### config.mk
export PLATFORM = sky130hd
export DESIGN_NAME = linescanner_capture_controller
export DESIGN_NICKNAME = d
export VERILOG_FILES = /design/src/rtl/linescanner_pkg.sv /design/src/rtl/capture_sync_fifo.sv /design/src/rtl/linescanner_capture_controller.sv
export SDC_FILE = /design/constraint.sdc
export NUM_CORES = 1
export LEC_CHECK = 0
export ABC_AREA = 1
export BUFFER_PORTS_ARGS = -buffer_cell sky130_fd_sc_hd__buf_2
export CAP_MARGIN = 10
export CORE_ASPECT_RATIO = 0.9
export CORE_UTILIZATION = 30
export DETAILED_ROUTE_END_ITERATION = 12
export PLACE_DENSITY_LB_ADDON = 0.12
export SYNTH_ARGS = -nofsm -noshare
export SYNTH_HDL_FRONTEND = slang
export SYNTH_HIERARCHICAL = 1
export SYNTH_SLANG_ARGS = --single-unit
### constraint.sdc
create_clock -name main_clock_source -period 1.9 [get_ports main_clock_source]
set_clock_uncertainty 0.05 [all_clocks]
set_input_delay 0.285 -clock main_clock_source [delete_from_list [all_inputs] [get_ports main_clock_source]]
set_output_delay 0.285 -clock main_clock_source [all_outputs]
set_load 0.005 [all_outputs]
### src/rtl/linescanner_pkg.sv
// rtl/linescanner_pkg.sv - shared types, FIFO word layout and sizing helper for the linescanner capture controller
package linescanner_pkg;

    typedef enum logic [2:0] {
        ST_IDLE    = 3'd0,
        ST_EXPOSE  = 3'd1,
        ST_READOUT = 3'd2,
        ST_DRAIN   = 3'd3,
        ST_DONE    = 3'd4,
        ST_ERROR   = 3'd5
    } state_t;

    // Framing flags sit in the low bits of each FIFO word, pixel data above them.
    localparam int FLAG_SOL  = 0;
    localparam int FLAG_EOL  = 1;
    localparam int FLAG_EOF  = 2;
    localparam int FLAG_BITS = 3;

    // Ceiling log2, never below 1 so the result can always size a vector.
    function automatic int clog2(input int value);
        int result;
        result = 0;
        while ((1 << result) < value) begin
            result = result + 1;
        end
        if (result == 0) begin
            result = 1;
        end
        return result;
    endfunction

endpackage

### src/rtl/capture_sync_fifo.sv
// rtl/capture_sync_fifo.sv - synchronous pixel FIFO with flush and simultaneous push/pop at full
// Ports: clk, n_reset (sync, active-low), flush, push/push_data, pop/pop_data (first-word
// fall-through, stable until popped), full, empty. DEPTH must be a power of two, >= 2.
module capture_sync_fifo
    import linescanner_pkg::*;
#(
    parameter int WIDTH = 11,
    parameter int DEPTH = 4
) (
    input  logic             clk,
    input  logic             n_reset,
    input  logic             flush,
    input  logic             push,
    input  logic [WIDTH-1:0] push_data,
    input  logic             pop,
    output logic [WIDTH-1:0] pop_data,
    output logic             full,
    output logic             empty
);

    localparam int AW = clog2(DEPTH);

    logic [WIDTH-1:0] mem [DEPTH];
    logic [AW:0]      wr_ptr;
    logic [AW:0]      rd_ptr;
    logic             do_push;
    logic             do_pop;

    assign do_pop  = pop && !empty;
    // A pop in the same cycle frees the slot, so a push at full still lands.
    assign do_push = push && (!full || do_pop);

    always_ff @(posedge clk) begin
        if (!n_reset || flush) begin
            wr_ptr <= '0;
            rd_ptr <= '0;
        end else begin
            if (do_push) begin
                wr_ptr <= wr_ptr + 1'b1;
            end
            if (do_pop) begin
                rd_ptr <= rd_ptr + 1'b1;
            end
        end
    end

    always_ff @(posedge clk) begin
        if (do_push) begin
            mem[wr_ptr[AW-1:0]] <= push_data;
        end
    end

    assign empty    = (wr_ptr == rd_ptr);
    assign full     = (wr_ptr[AW] != rd_ptr[AW]) && (wr_ptr[AW-1:0] == rd_ptr[AW-1:0]);
    assign pop_data = mem[rd_ptr[AW-1:0]];

endmodule

### src/rtl/linescanner_capture_controller.sv
// rtl/linescanner_capture_controller.sv - frame sequencer for the linescanner capture unit
// Ports: main_clock_source, n_reset (sync, active-low); start_frame/abort control;
// sensor_enable, pixel_captured, pixel_data to/from the capture unit; out_* valid/ready
// pixel stream with SOL/EOL/EOF; line_index, busy, frame_done status; sticky error flags.
module linescanner_capture_controller
    import linescanner_pkg::*;
#(
    parameter int PIXEL_WIDTH     = 8,
    parameter int PIXELS_PER_LINE = 1024,
    parameter int LINES_PER_FRAME = 512,
    parameter int EXPOSURE_CYCLES = 64,
    parameter int LINE_TIMEOUT    = 4096,
    parameter int FIFO_DEPTH      = 4
) (
    input  logic                                main_clock_source,
    input  logic                                n_reset,
    input  logic                                start_frame,
    input  logic                                abort,
    output logic                                sensor_enable,
    input  logic                                pixel_captured,
    input  logic [PIXEL_WIDTH-1:0]              pixel_data,
    output logic [PIXEL_WIDTH-1:0]              out_pixel_data,
    output logic                                out_sol,
    output logic                                out_eol,
    output logic                                out_eof,
    output logic                                out_valid,
    input  logic                                out_ready,
    output logic [clog2(LINES_PER_FRAME)-1:0]   line_index,
    output logic                                busy,
    output logic                                frame_done,
    output logic                                error_timeout,
    output logic                                error_overflow
);

    localparam int PW     = clog2(PIXELS_PER_LINE);
    localparam int LW     = clog2(LINES_PER_FRAME);
    localparam int EW     = clog2(EXPOSURE_CYCLES);
    localparam int TW     = clog2(LINE_TIMEOUT);
    localparam int WORD_W = PIXEL_WIDTH + FLAG_BITS;

    state_t            state;
    state_t            next_state;
    logic [EW-1:0]     expose_cnt;
    logic [TW-1:0]     timeout_cnt;
    logic [PW-1:0]     pixel_cnt;
    logic [WORD_W-1:0] push_word;
    logic [WORD_W-1:0] pop_word;
    logic              fifo_full;
    logic              fifo_empty;
    logic              fifo_flush;
    logic              strobe;
    logic              overflow_hit;
    logic              timeout_hit;
    logic              accept;
    logic              last_pixel;
    logic              last_line;
    logic              start_accept;

    assign strobe       = (state == ST_READOUT) && pixel_captured;
    // Full FIFO only overflows if the consumer is not taking a word this same cycle.
    assign overflow_hit = strobe && fifo_full && !out_ready;
    assign accept       = strobe && !overflow_hit;
    assign timeout_hit  = (state == ST_READOUT) && !pixel_captured
                          && (timeout_cnt == TW'(LINE_TIMEOUT - 1));
    assign last_pixel   = (pixel_cnt == PW'(PIXELS_PER_LINE - 1));
    assign last_line    = (line_index == LW'(LINES_PER_FRAME - 1));
    assign start_accept = start_frame && !abort && (state == ST_IDLE || state == ST_ERROR);

    // State register
    always_ff @(posedge main_clock_source) begin
        if (!n_reset) begin
            state <= ST_IDLE;
        end else begin
            state <= next_state;
        end
    end

    // Next-state logic; abort overrides everything
    always_comb begin
        next_state = state;
        if (abort) begin
            next_state = ST_IDLE;
        end else begin
            case (state)
                ST_IDLE:    if (start_frame) next_state = ST_EXPOSE;
                ST_EXPOSE:  if (expose_cnt == EW'(EXPOSURE_CYCLES - 1)) next_state = ST_READOUT;
                ST_READOUT: begin
                    if (overflow_hit || timeout_hit) begin
                        next_state = ST_ERROR;
                    end else if (accept && last_pixel) begin
                        next_state = last_line ? ST_DRAIN : ST_EXPOSE;
                    end
                end
                ST_DRAIN:   if (fifo_empty) next_state = ST_DONE;
                ST_DONE:    next_state = ST_IDLE;
                ST_ERROR:   if (start_frame) next_state = ST_EXPOSE;
                default:    next_state = ST_IDLE;
            endcase
        end
    end

    // Output logic
    always_comb begin
        sensor_enable  = (state == ST_READOUT);
        busy           = (state != ST_IDLE);
        frame_done     = (state == ST_DONE);
        out_valid      = !fifo_empty;
        out_pixel_data = '0;
        out_sol        = 1'b0;
        out_eol        = 1'b0;
        out_eof        = 1'b0;
        if (!fifo_empty) begin
            out_pixel_data = pop_word[WORD_W-1:FLAG_BITS];
            out_sol        = pop_word[FLAG_SOL];
            out_eol        = pop_word[FLAG_EOL];
            out_eof        = pop_word[FLAG_EOF];
        end
    end

    // Counters and sticky error flags
    always_ff @(posedge main_clock_source) begin
        if (!n_reset) begin
            expose_cnt     <= '0;
            timeout_cnt    <= '0;
            pixel_cnt      <= '0;
            line_index     <= '0;
            error_timeout  <= 1'b0;
            error_overflow <= 1'b0;
        end else begin
            expose_cnt  <= (state == ST_EXPOSE && next_state == ST_EXPOSE)
                           ? expose_cnt + 1'b1 : '0;
            timeout_cnt <= (state == ST_READOUT && next_state == ST_READOUT && !pixel_captured)
                           ? timeout_cnt + 1'b1 : '0;

            // Leaving the frame (abort, error, drain) discards any partial line position.
            if (next_state != ST_READOUT && next_state != ST_EXPOSE) begin
                pixel_cnt <= '0;
            end else if (accept) begin
                pixel_cnt <= last_pixel ? '0 : pixel_cnt + 1'b1;
            end

            if (start_accept || next_state == ST_IDLE) begin
                line_index <= '0;
            end else if (accept && last_pixel && !last_line) begin
                line_index <= line_index + 1'b1;
            end

            if (start_accept) begin
                error_timeout  <= 1'b0;
                error_overflow <= 1'b0;
            end else if (!abort) begin
                if (timeout_hit) error_timeout <= 1'b1;
                if (overflow_hit) error_overflow <= 1'b1;
            end
        end
    end

    always_comb begin
        push_word                          = '0;
        push_word[WORD_W-1:FLAG_BITS]      = pixel_data;
        push_word[FLAG_SOL]                = (pixel_cnt == '0);
        push_word[FLAG_EOL]                = last_pixel;
        push_word[FLAG_EOF]                = last_pixel && last_line;
    end

    // Flushing on the transition into ERROR means the stream is already empty in ERROR.
    assign fifo_flush = abort || (state == ST_ERROR) || (next_state == ST_ERROR);

    capture_sync_fifo #(
        .WIDTH (WORD_W),
        .DEPTH (FIFO_DEPTH)
    ) u_fifo (
        .clk       (main_clock_source),
        .n_reset   (n_reset),
        .flush     (fifo_flush),
        .push      (accept),
        .push_data (push_word),
        .pop       (out_ready),
        .pop_data  (pop_word),
        .full      (fifo_full),
        .empty     (fifo_empty)
    );

endmodule

# Yosys cells after proc, flatten, opt, wreduce, memory -nomap -nowiden
# Memories as Yosys holds them, arrays and structs flattened. A register that Yosys moved wholly into a read port is not among the register bits.
# Cells that the tools add are included.
[totals]
register_bits = 48
ram_bits = 44
input_bits = 14
output_inout_bits = 26
elab_cells = 97
n_memories = 1
[op_classes]
add_sub_neg = 6
n_eq_ne = 17
n_mux = 17
n_bitwise = 2
reduce_logical = 45
[memory_table]
columns = ["memory", "words", "width", "rd", "rd_ports_with_merged_regs", "wr", "line_no", "rtl"]
rows = [
  ["u_fifo.mem", 4, 11, 1, 1, 1, "capture_sync_fifo.sv:23", "logic [WIDTH-1:0] mem [DEPTH];"],
]
[ops]
columns = ["op", "count"]
rows = [
  ["1-bit logical AND", 18],
  ["3-bit two-way mux", 6],
  ["12-bit by 1-bit adder with 12-bit output (second input constant)", 1],
  ["12-bit equality test (second input constant)", 1],
  ["3-bit one-hot mux with 4 select lines", 1],
  ["10-bit by 1-bit adder with 10-bit output (second input constant)", 1],
  ["10-bit equality test (second input constant)", 1],
  ["10-bit logical NOT", 1],
  ["10-bit two-way mux", 1],
  ["9-bit by 1-bit adder with 9-bit output (second input constant)", 1],
  ["3-bit by 2-bit equality test with 1-bit output (second input constant)", 3],
  ["3-bit equality test (second input constant)", 3],
  ["9-bit equality test (second input constant)", 1],
  ["1-bit logical NOT", 8],
  ["8-bit two-way mux", 1],
  ["2-bit AND reduction", 4],
  ["2-bit OR reduction", 4],
  ["1-bit logical OR", 7],
  ["3-bit by 1-bit adder with 3-bit output (second input constant)", 2],
  ["6-bit by 1-bit adder with 6-bit output (second input constant)", 1],
  ["3-bit by 1-bit equality test with 1-bit output (second input constant)", 2],
  ["6-bit equality test (second input constant)", 1],
  ["3-bit logical NOT", 2],
  ["2-bit two-way mux", 3],
  ["8 further kinds", 13],
]

# Logic depth before layout (Yosys ltp)
[depth]
depth_word = 15
ltp_mapped = 18
mapped_depth_nobuf = 17

# Modules after synthesis
# Netlist, hierarchy kept.
[modules_own_cells]
columns = ["module", "n_inst", "cells_per_inst", "area_per_inst_um2", "seq_area_each_um2"]
rows = [
  ["linescanner_capture_controller", 1, 326, 2348.5, 840.8],
  ["capture_sync_fifo", 1, 175, 2095.8, 1481.4],
]

# Worst setup path after synthesis
# No wires, ideal clock.
[synth_path]
path_kind = "register to register"
startpoint = "register u_fifo.wr_ptr[1]"
endpoint = "memory u_fifo.mem[0][0] (enable)"
setup_ps = 378
arrival_time_ps = 1641
t_required_ps = 1472
path_slack_ps = -169
path_stages_with_launch = 11
path_buffers = 0
period_less_slack_ps = 2069
path_cell_list = "dfxtp_1 > inv_1 > nand2_1 > nand2_1 > nand2_1 > nor2_1 > inv_1 > nor2_1 > nor2_4 > nand2_2 > nor2_1"
[synth_between]
elab_chain_cells = 9
word_cells_on_any_way = 14
cone_classes = "eq/ne: 2; mux: 2; reduce/logical: 10"
[synth_rtl]
columns = ["element", "line_no", "rtl"]
rows = [
  ["start: declaration", "capture_sync_fifo.sv:24", "logic [AW:0] wr_ptr;"],
  ["start signal: assignment", "capture_sync_fifo.sv:39", "wr_ptr <= wr_ptr + 1'b1;"],
  ["2-bit equality test", "capture_sync_fifo.sv:54", "assign full = (wr_ptr[AW] != rd_ptr[AW]) && (wr_ptr[AW-1:0] == rd_ptr[AW-1:0]);"],
  ["1-bit logical AND", "capture_sync_fifo.sv:54", ""],
  ["via fifo_full", "linescanner_capture_controller.sv:48", "logic fifo_full;"],
  ["1-bit logical AND (2 in series)", "linescanner_capture_controller.sv:61", "assign overflow_hit = strobe && fifo_full && !out_ready;"],
  ["1-bit logical NOT", "linescanner_capture_controller.sv:62", "assign accept = strobe && !overflow_hit;"],
  ["1-bit logical AND", "linescanner_capture_controller.sv:62", ""],
  ["via accept", "linescanner_capture_controller.sv:54", "logic accept;"],
  ["1-bit logical AND", "capture_sync_fifo.sv:31", "assign do_push = push && (!full || do_pop);"],
  ["1-bit two-way mux", "capture_sync_fifo.sv:48", "if (do_push) begin"],
  ["1-bit two-way mux (implied by the code)", "capture_sync_fifo.sv:49", "mem[wr_ptr[AW-1:0]] <= push_data;"],
  ["end: declaration", "capture_sync_fifo.sv:23", ""],
]
# The timed path passes the listed nets, and every way through them passes these cells.

# Worst setup path after layout
[layout_path]
startpoint = "register u_fifo.rd_ptr[0]"
endpoint = "register line_index[3]"
[layout_between]
elab_chain_cells = 14
word_cells_on_any_way = 18
cone_classes = "eq/ne: 2; mux: 5; reduce/logical: 11"
[layout_rtl]
columns = ["element", "line_no", "rtl"]
rows = [
  ["start: declaration", "capture_sync_fifo.sv:25", "logic [AW:0] rd_ptr;"],
  ["start signal: assignment", "capture_sync_fifo.sv:42", "rd_ptr <= rd_ptr + 1'b1;"],
  ["2-bit equality test *", "capture_sync_fifo.sv:54", ""],
  ["1-bit logical AND *", "capture_sync_fifo.sv:54", ""],
  ["via fifo_full", "linescanner_capture_controller.sv:48", ""],
  ["1-bit logical AND * (2 in series)", "linescanner_capture_controller.sv:61", ""],
  ["1-bit logical NOT", "linescanner_capture_controller.sv:62", ""],
  ["1-bit logical AND", "linescanner_capture_controller.sv:62", ""],
  ["1-bit logical AND", "linescanner_capture_controller.sv:90, linescanner_capture_controller.sv:144", ""],
  ["3-bit two-way mux", "linescanner_capture_controller.sv:90", "end else if (accept && last_pixel) begin"],
  ["3-bit two-way mux", "linescanner_capture_controller.sv:88", "if (overflow_hit || timeout_hit) begin"],
  ["3-bit one-hot mux with 4 select lines", "linescanner_capture_controller.sv:84", "case (state)"],
  ["3-bit two-way mux", "linescanner_capture_controller.sv:81", "if (abort) begin"],
  ["3-bit logical NOT", "linescanner_capture_controller.sv:142", "if (start_accept || next_state == ST_IDLE) begin"],
  ["1-bit logical OR", "linescanner_capture_controller.sv:142", ""],
  ["2-bit OR reduction (no source line)", "n/a", ""],
  ["end signal: assignment", "linescanner_capture_controller.sv:145", "line_index <= line_index + 1'b1;"],
  ["end: declaration", "linescanner_capture_controller.sv:28", "output logic [clog2(LINES_PER_FRAME)-1:0] line_index,"],
]
# Mark *: on every way through the listed nets, which the timed path passes. The rest lies on a longest branch.
# A chain may end at the register's enable or synchronous reset.

==> metrics <==
largest net degree at the start of global routing 23; simple-gate area share of the yosys netlist between 20% and 30%; first-pass GRT wire length 17,000 um; Tot Pwr around 4 mW; Reg area ~0.0023 mm2; Post-Synth XOR/XNOR Area under 10%; TritonCTS clock tree built; Post-DRT Antenna Nets 0; type of the worst setup path reg2reg; ys async rst share 0%; Final Max Slew Viols 0; DR WL/cell roughly 12 um; post-synthesis adder-cell area fraction just over 3%; starting density of the core a little under a third; die footprint about 0.015 mm2; core box area around 0.014 mm2; fin crit period 1.99 ns; gr usage total between 10% and 20%; row cnt between 40 and 50; I/O pin cnt 40; final count of hold timing violations 0; critical path arrival about 2.2 ns; Mapped Cells 501; Die Wd roughly 130 um; Yosys warnings 6; sequential share of the synthesized area between 50% and 60%; status complete, but fails checks; synthesized flop and latch total 94; post-synthesis mux area share 0%; final setup vio count 45; WP data required 2.09 ns; placed cell area ~0.0054 mm2; clock slew at reported path FFs approximately 0.07 ns; setup TNS -2.11 ns; max-cap check violation count 0; H-tree depth 3; drc violations 0; startpoint types flip-flop; First DRT Iteration DRCs 194; drt pass-1 iters 4; design area approximately 0.006 mm2; post-synthesis cell type with the largest combined area edfxtp_1; predominant post-synthesis flop cell dfxtp_1; Crit Path Max Fanout 5; pwr dens between 600 and 700 mW/mm2; peak supply drop approximately 0.00045 V; area grow syn2layout 37.7%; Worst slew margin ~51%; fin nets ~660; layout cells sized above 1 approximately two fifths; # port buffers 39; Post-CTS Hold Buffers 0; clock sink total 94; Final Cycle Share 105%; fmax 503 MHz; Syn Area/Cell a little under 9 um2; Post-synth EDFFs 44; unrepaired setup endpoints after global routing yes; Clock Tree Root clkbuf_16; Via Count about 3,600; clk_lat worst skew between 0.3 and 0.4 ns; Ant. Diodes 0; multi-input logic area about 0.0020 mm2; WHS 0.0983 ns; compound-gate portion of the synthesized area under 10%; Synth area leaders edfxtp_1 (30%), dfxtp_1 (23%), nor2_1 (7.3%), inv_1 (5.9%), nand2_1 (5.1%); vias in the first global route 3,548; RD Place Congestion slightly above 0.8; dpl hpwl 7080 um; top-area cell type share of the netlist area ~30%; violated checks setup timing; clk buf depth 2; largest family of logic cells by synthesized area simple AND/OR/NAND/NOR gates; grt total ovfl 0; Vias/cell approximately 4.4; CTS Buf Count 9; Pleak 2.45 nW; syn_nets approximately 530; routed wire length about 10,000 um; initial antenna violation count 0; Crit. End Element flip-flop; Final WS setup -0.0873 ns; Die H 117 um; Fillers between 1,000 and 1,500; Synth top cells by count nor2_1 (86), inv_1 (70), nand2_1 (60); Min-Delay Path Class in2reg; most common cell in the netlist nor2_1; Synth cell types 35; fin util between 40% and 50%; Worst-Margin Slew approximately 0.73 ns; Mapped Area approximately 0.0044 mm2
## power by group
group	internal, mW	total [mW]	switching [mW]
Clock	1.05	1.88	0.831
Combinational	0.0434	0.113	0.0695
Sequential	2.11	2.11	0.00224
## stage by stage
step | setup slack (ns) | instances
after CTS | -0.118 | 826
final | -0.0873 | 829
after detailed placement | -0.217 | 795
after global routing | -0.264 | 829
after global placement | -0.250 | 795
after floorplan | -0.126 | 501
## cells in the final DEF (no fill, tap or decap), types with 3 or more instances in the layout
master / n
ha_1: 9
a21oi_2: 5
nand4_1: 4
xnor2_1: 10
o21ai_0: 15
nor3_2: 3
nand2_2: 11
nor2_1: 72
inv_1: 65
a21oi_1: 5
nand3_2: 7
buf_12: 4
buf_2: 39
clkbuf_16: 9
inv_6: 4
o21ai_1: 12
o22ai_1: 12
xor2_1: 14
nand3_1: 17
nor2_4: 14
edfxtp_1: 44
nor2_2: 28
dfxtp_2: 11
nand2_4: 3
nor3_1: 6
dfxtp_1: 38
buf_4: 75
buf_6: 6
nand3_4: 3
inv_2: 9
nor4_1: 3
nand2_1: 55
## cell type report
cell class	instances	share of cell area (%)
well taps	193	3.95
multi-input cells	323	32.9
clock buffers	10	3.74
flip-flops and latches	94	38.2
inverters	77	4.85
clock inverters	6	1.25
repair buffers	126	15.1
## per-layer routing
metal | global-route usage (%) | share of wire (%) | up-vias
li1 | - | - | 1879
met1 | 18.1 | 47 | 1705
met2 | 23.8 | 48 | 52
met3 | 3.64 | 3.2 | 10
met4 | 5.01 | 1.4 | 0
met5 | 0 | 0 | -
## sequential cells by signal, summed over array words and instances (netlist names), named ones only
name and cells:
line_index 9, pixel_cnt 10, u_fifo/rd_ptr 3, expose_cnt 6, state 3, error_timeout 1, u_fifo/mem 44, error_overflow 1
u_fifo/wr_ptr 3, timeout_cnt 12
## final timing paths
kind / from / to / slack [ns] / cells after the start
worst max-delay path: u_fifo/rd_ptr[0] / line_index[3] / -0.09 / 16
worst min-delay path: pixel_data[2] / u_fifo/mem[1][5] / 0.1 / 1
worst max register to register: u_fifo/rd_ptr[0] / line_index[3] / -0.09 / 16
worst min register to register: error_timeout / error_timeout / 0.40 / 2
## logic make-up after synthesis
logic type	after synthesis
AND/OR/NAND/NOR	231
flip-flops	94
buffers and inverters	85
AO/OA/AOI/OAI	55
XOR/XNOR	25
adder cells (fa/ha/maj)	11
## what timing repair did
action / 4_1_cts / 5_1_grt
gates cloned: 3 / 0
pin swaps: 15 / 13
setup buffers: 12 / 5
gates resized for setup: 50 / 28
endpoints found under the setup margin: 96 / 100
## worst max-delay path, cell delays in order, from the launching register on
cell and delay (ns):
dfxtp_2 0.33, xnor2_2 0.17, nand2_1 0.07, nor2_1 0.08
inv_1 0.05, nor2_2 0.14, inv_2 0.08, nand3_4 0.08
nor2_4 0.05, nor2_2 0.09, nand3_2 0.08, nand2_2 0.10
buf_4 0.13, buf_6 0.09, nand3_4 0.10, nand2_4 0.12
nor2_1 0.05
(Power assumes the default switching activity.)
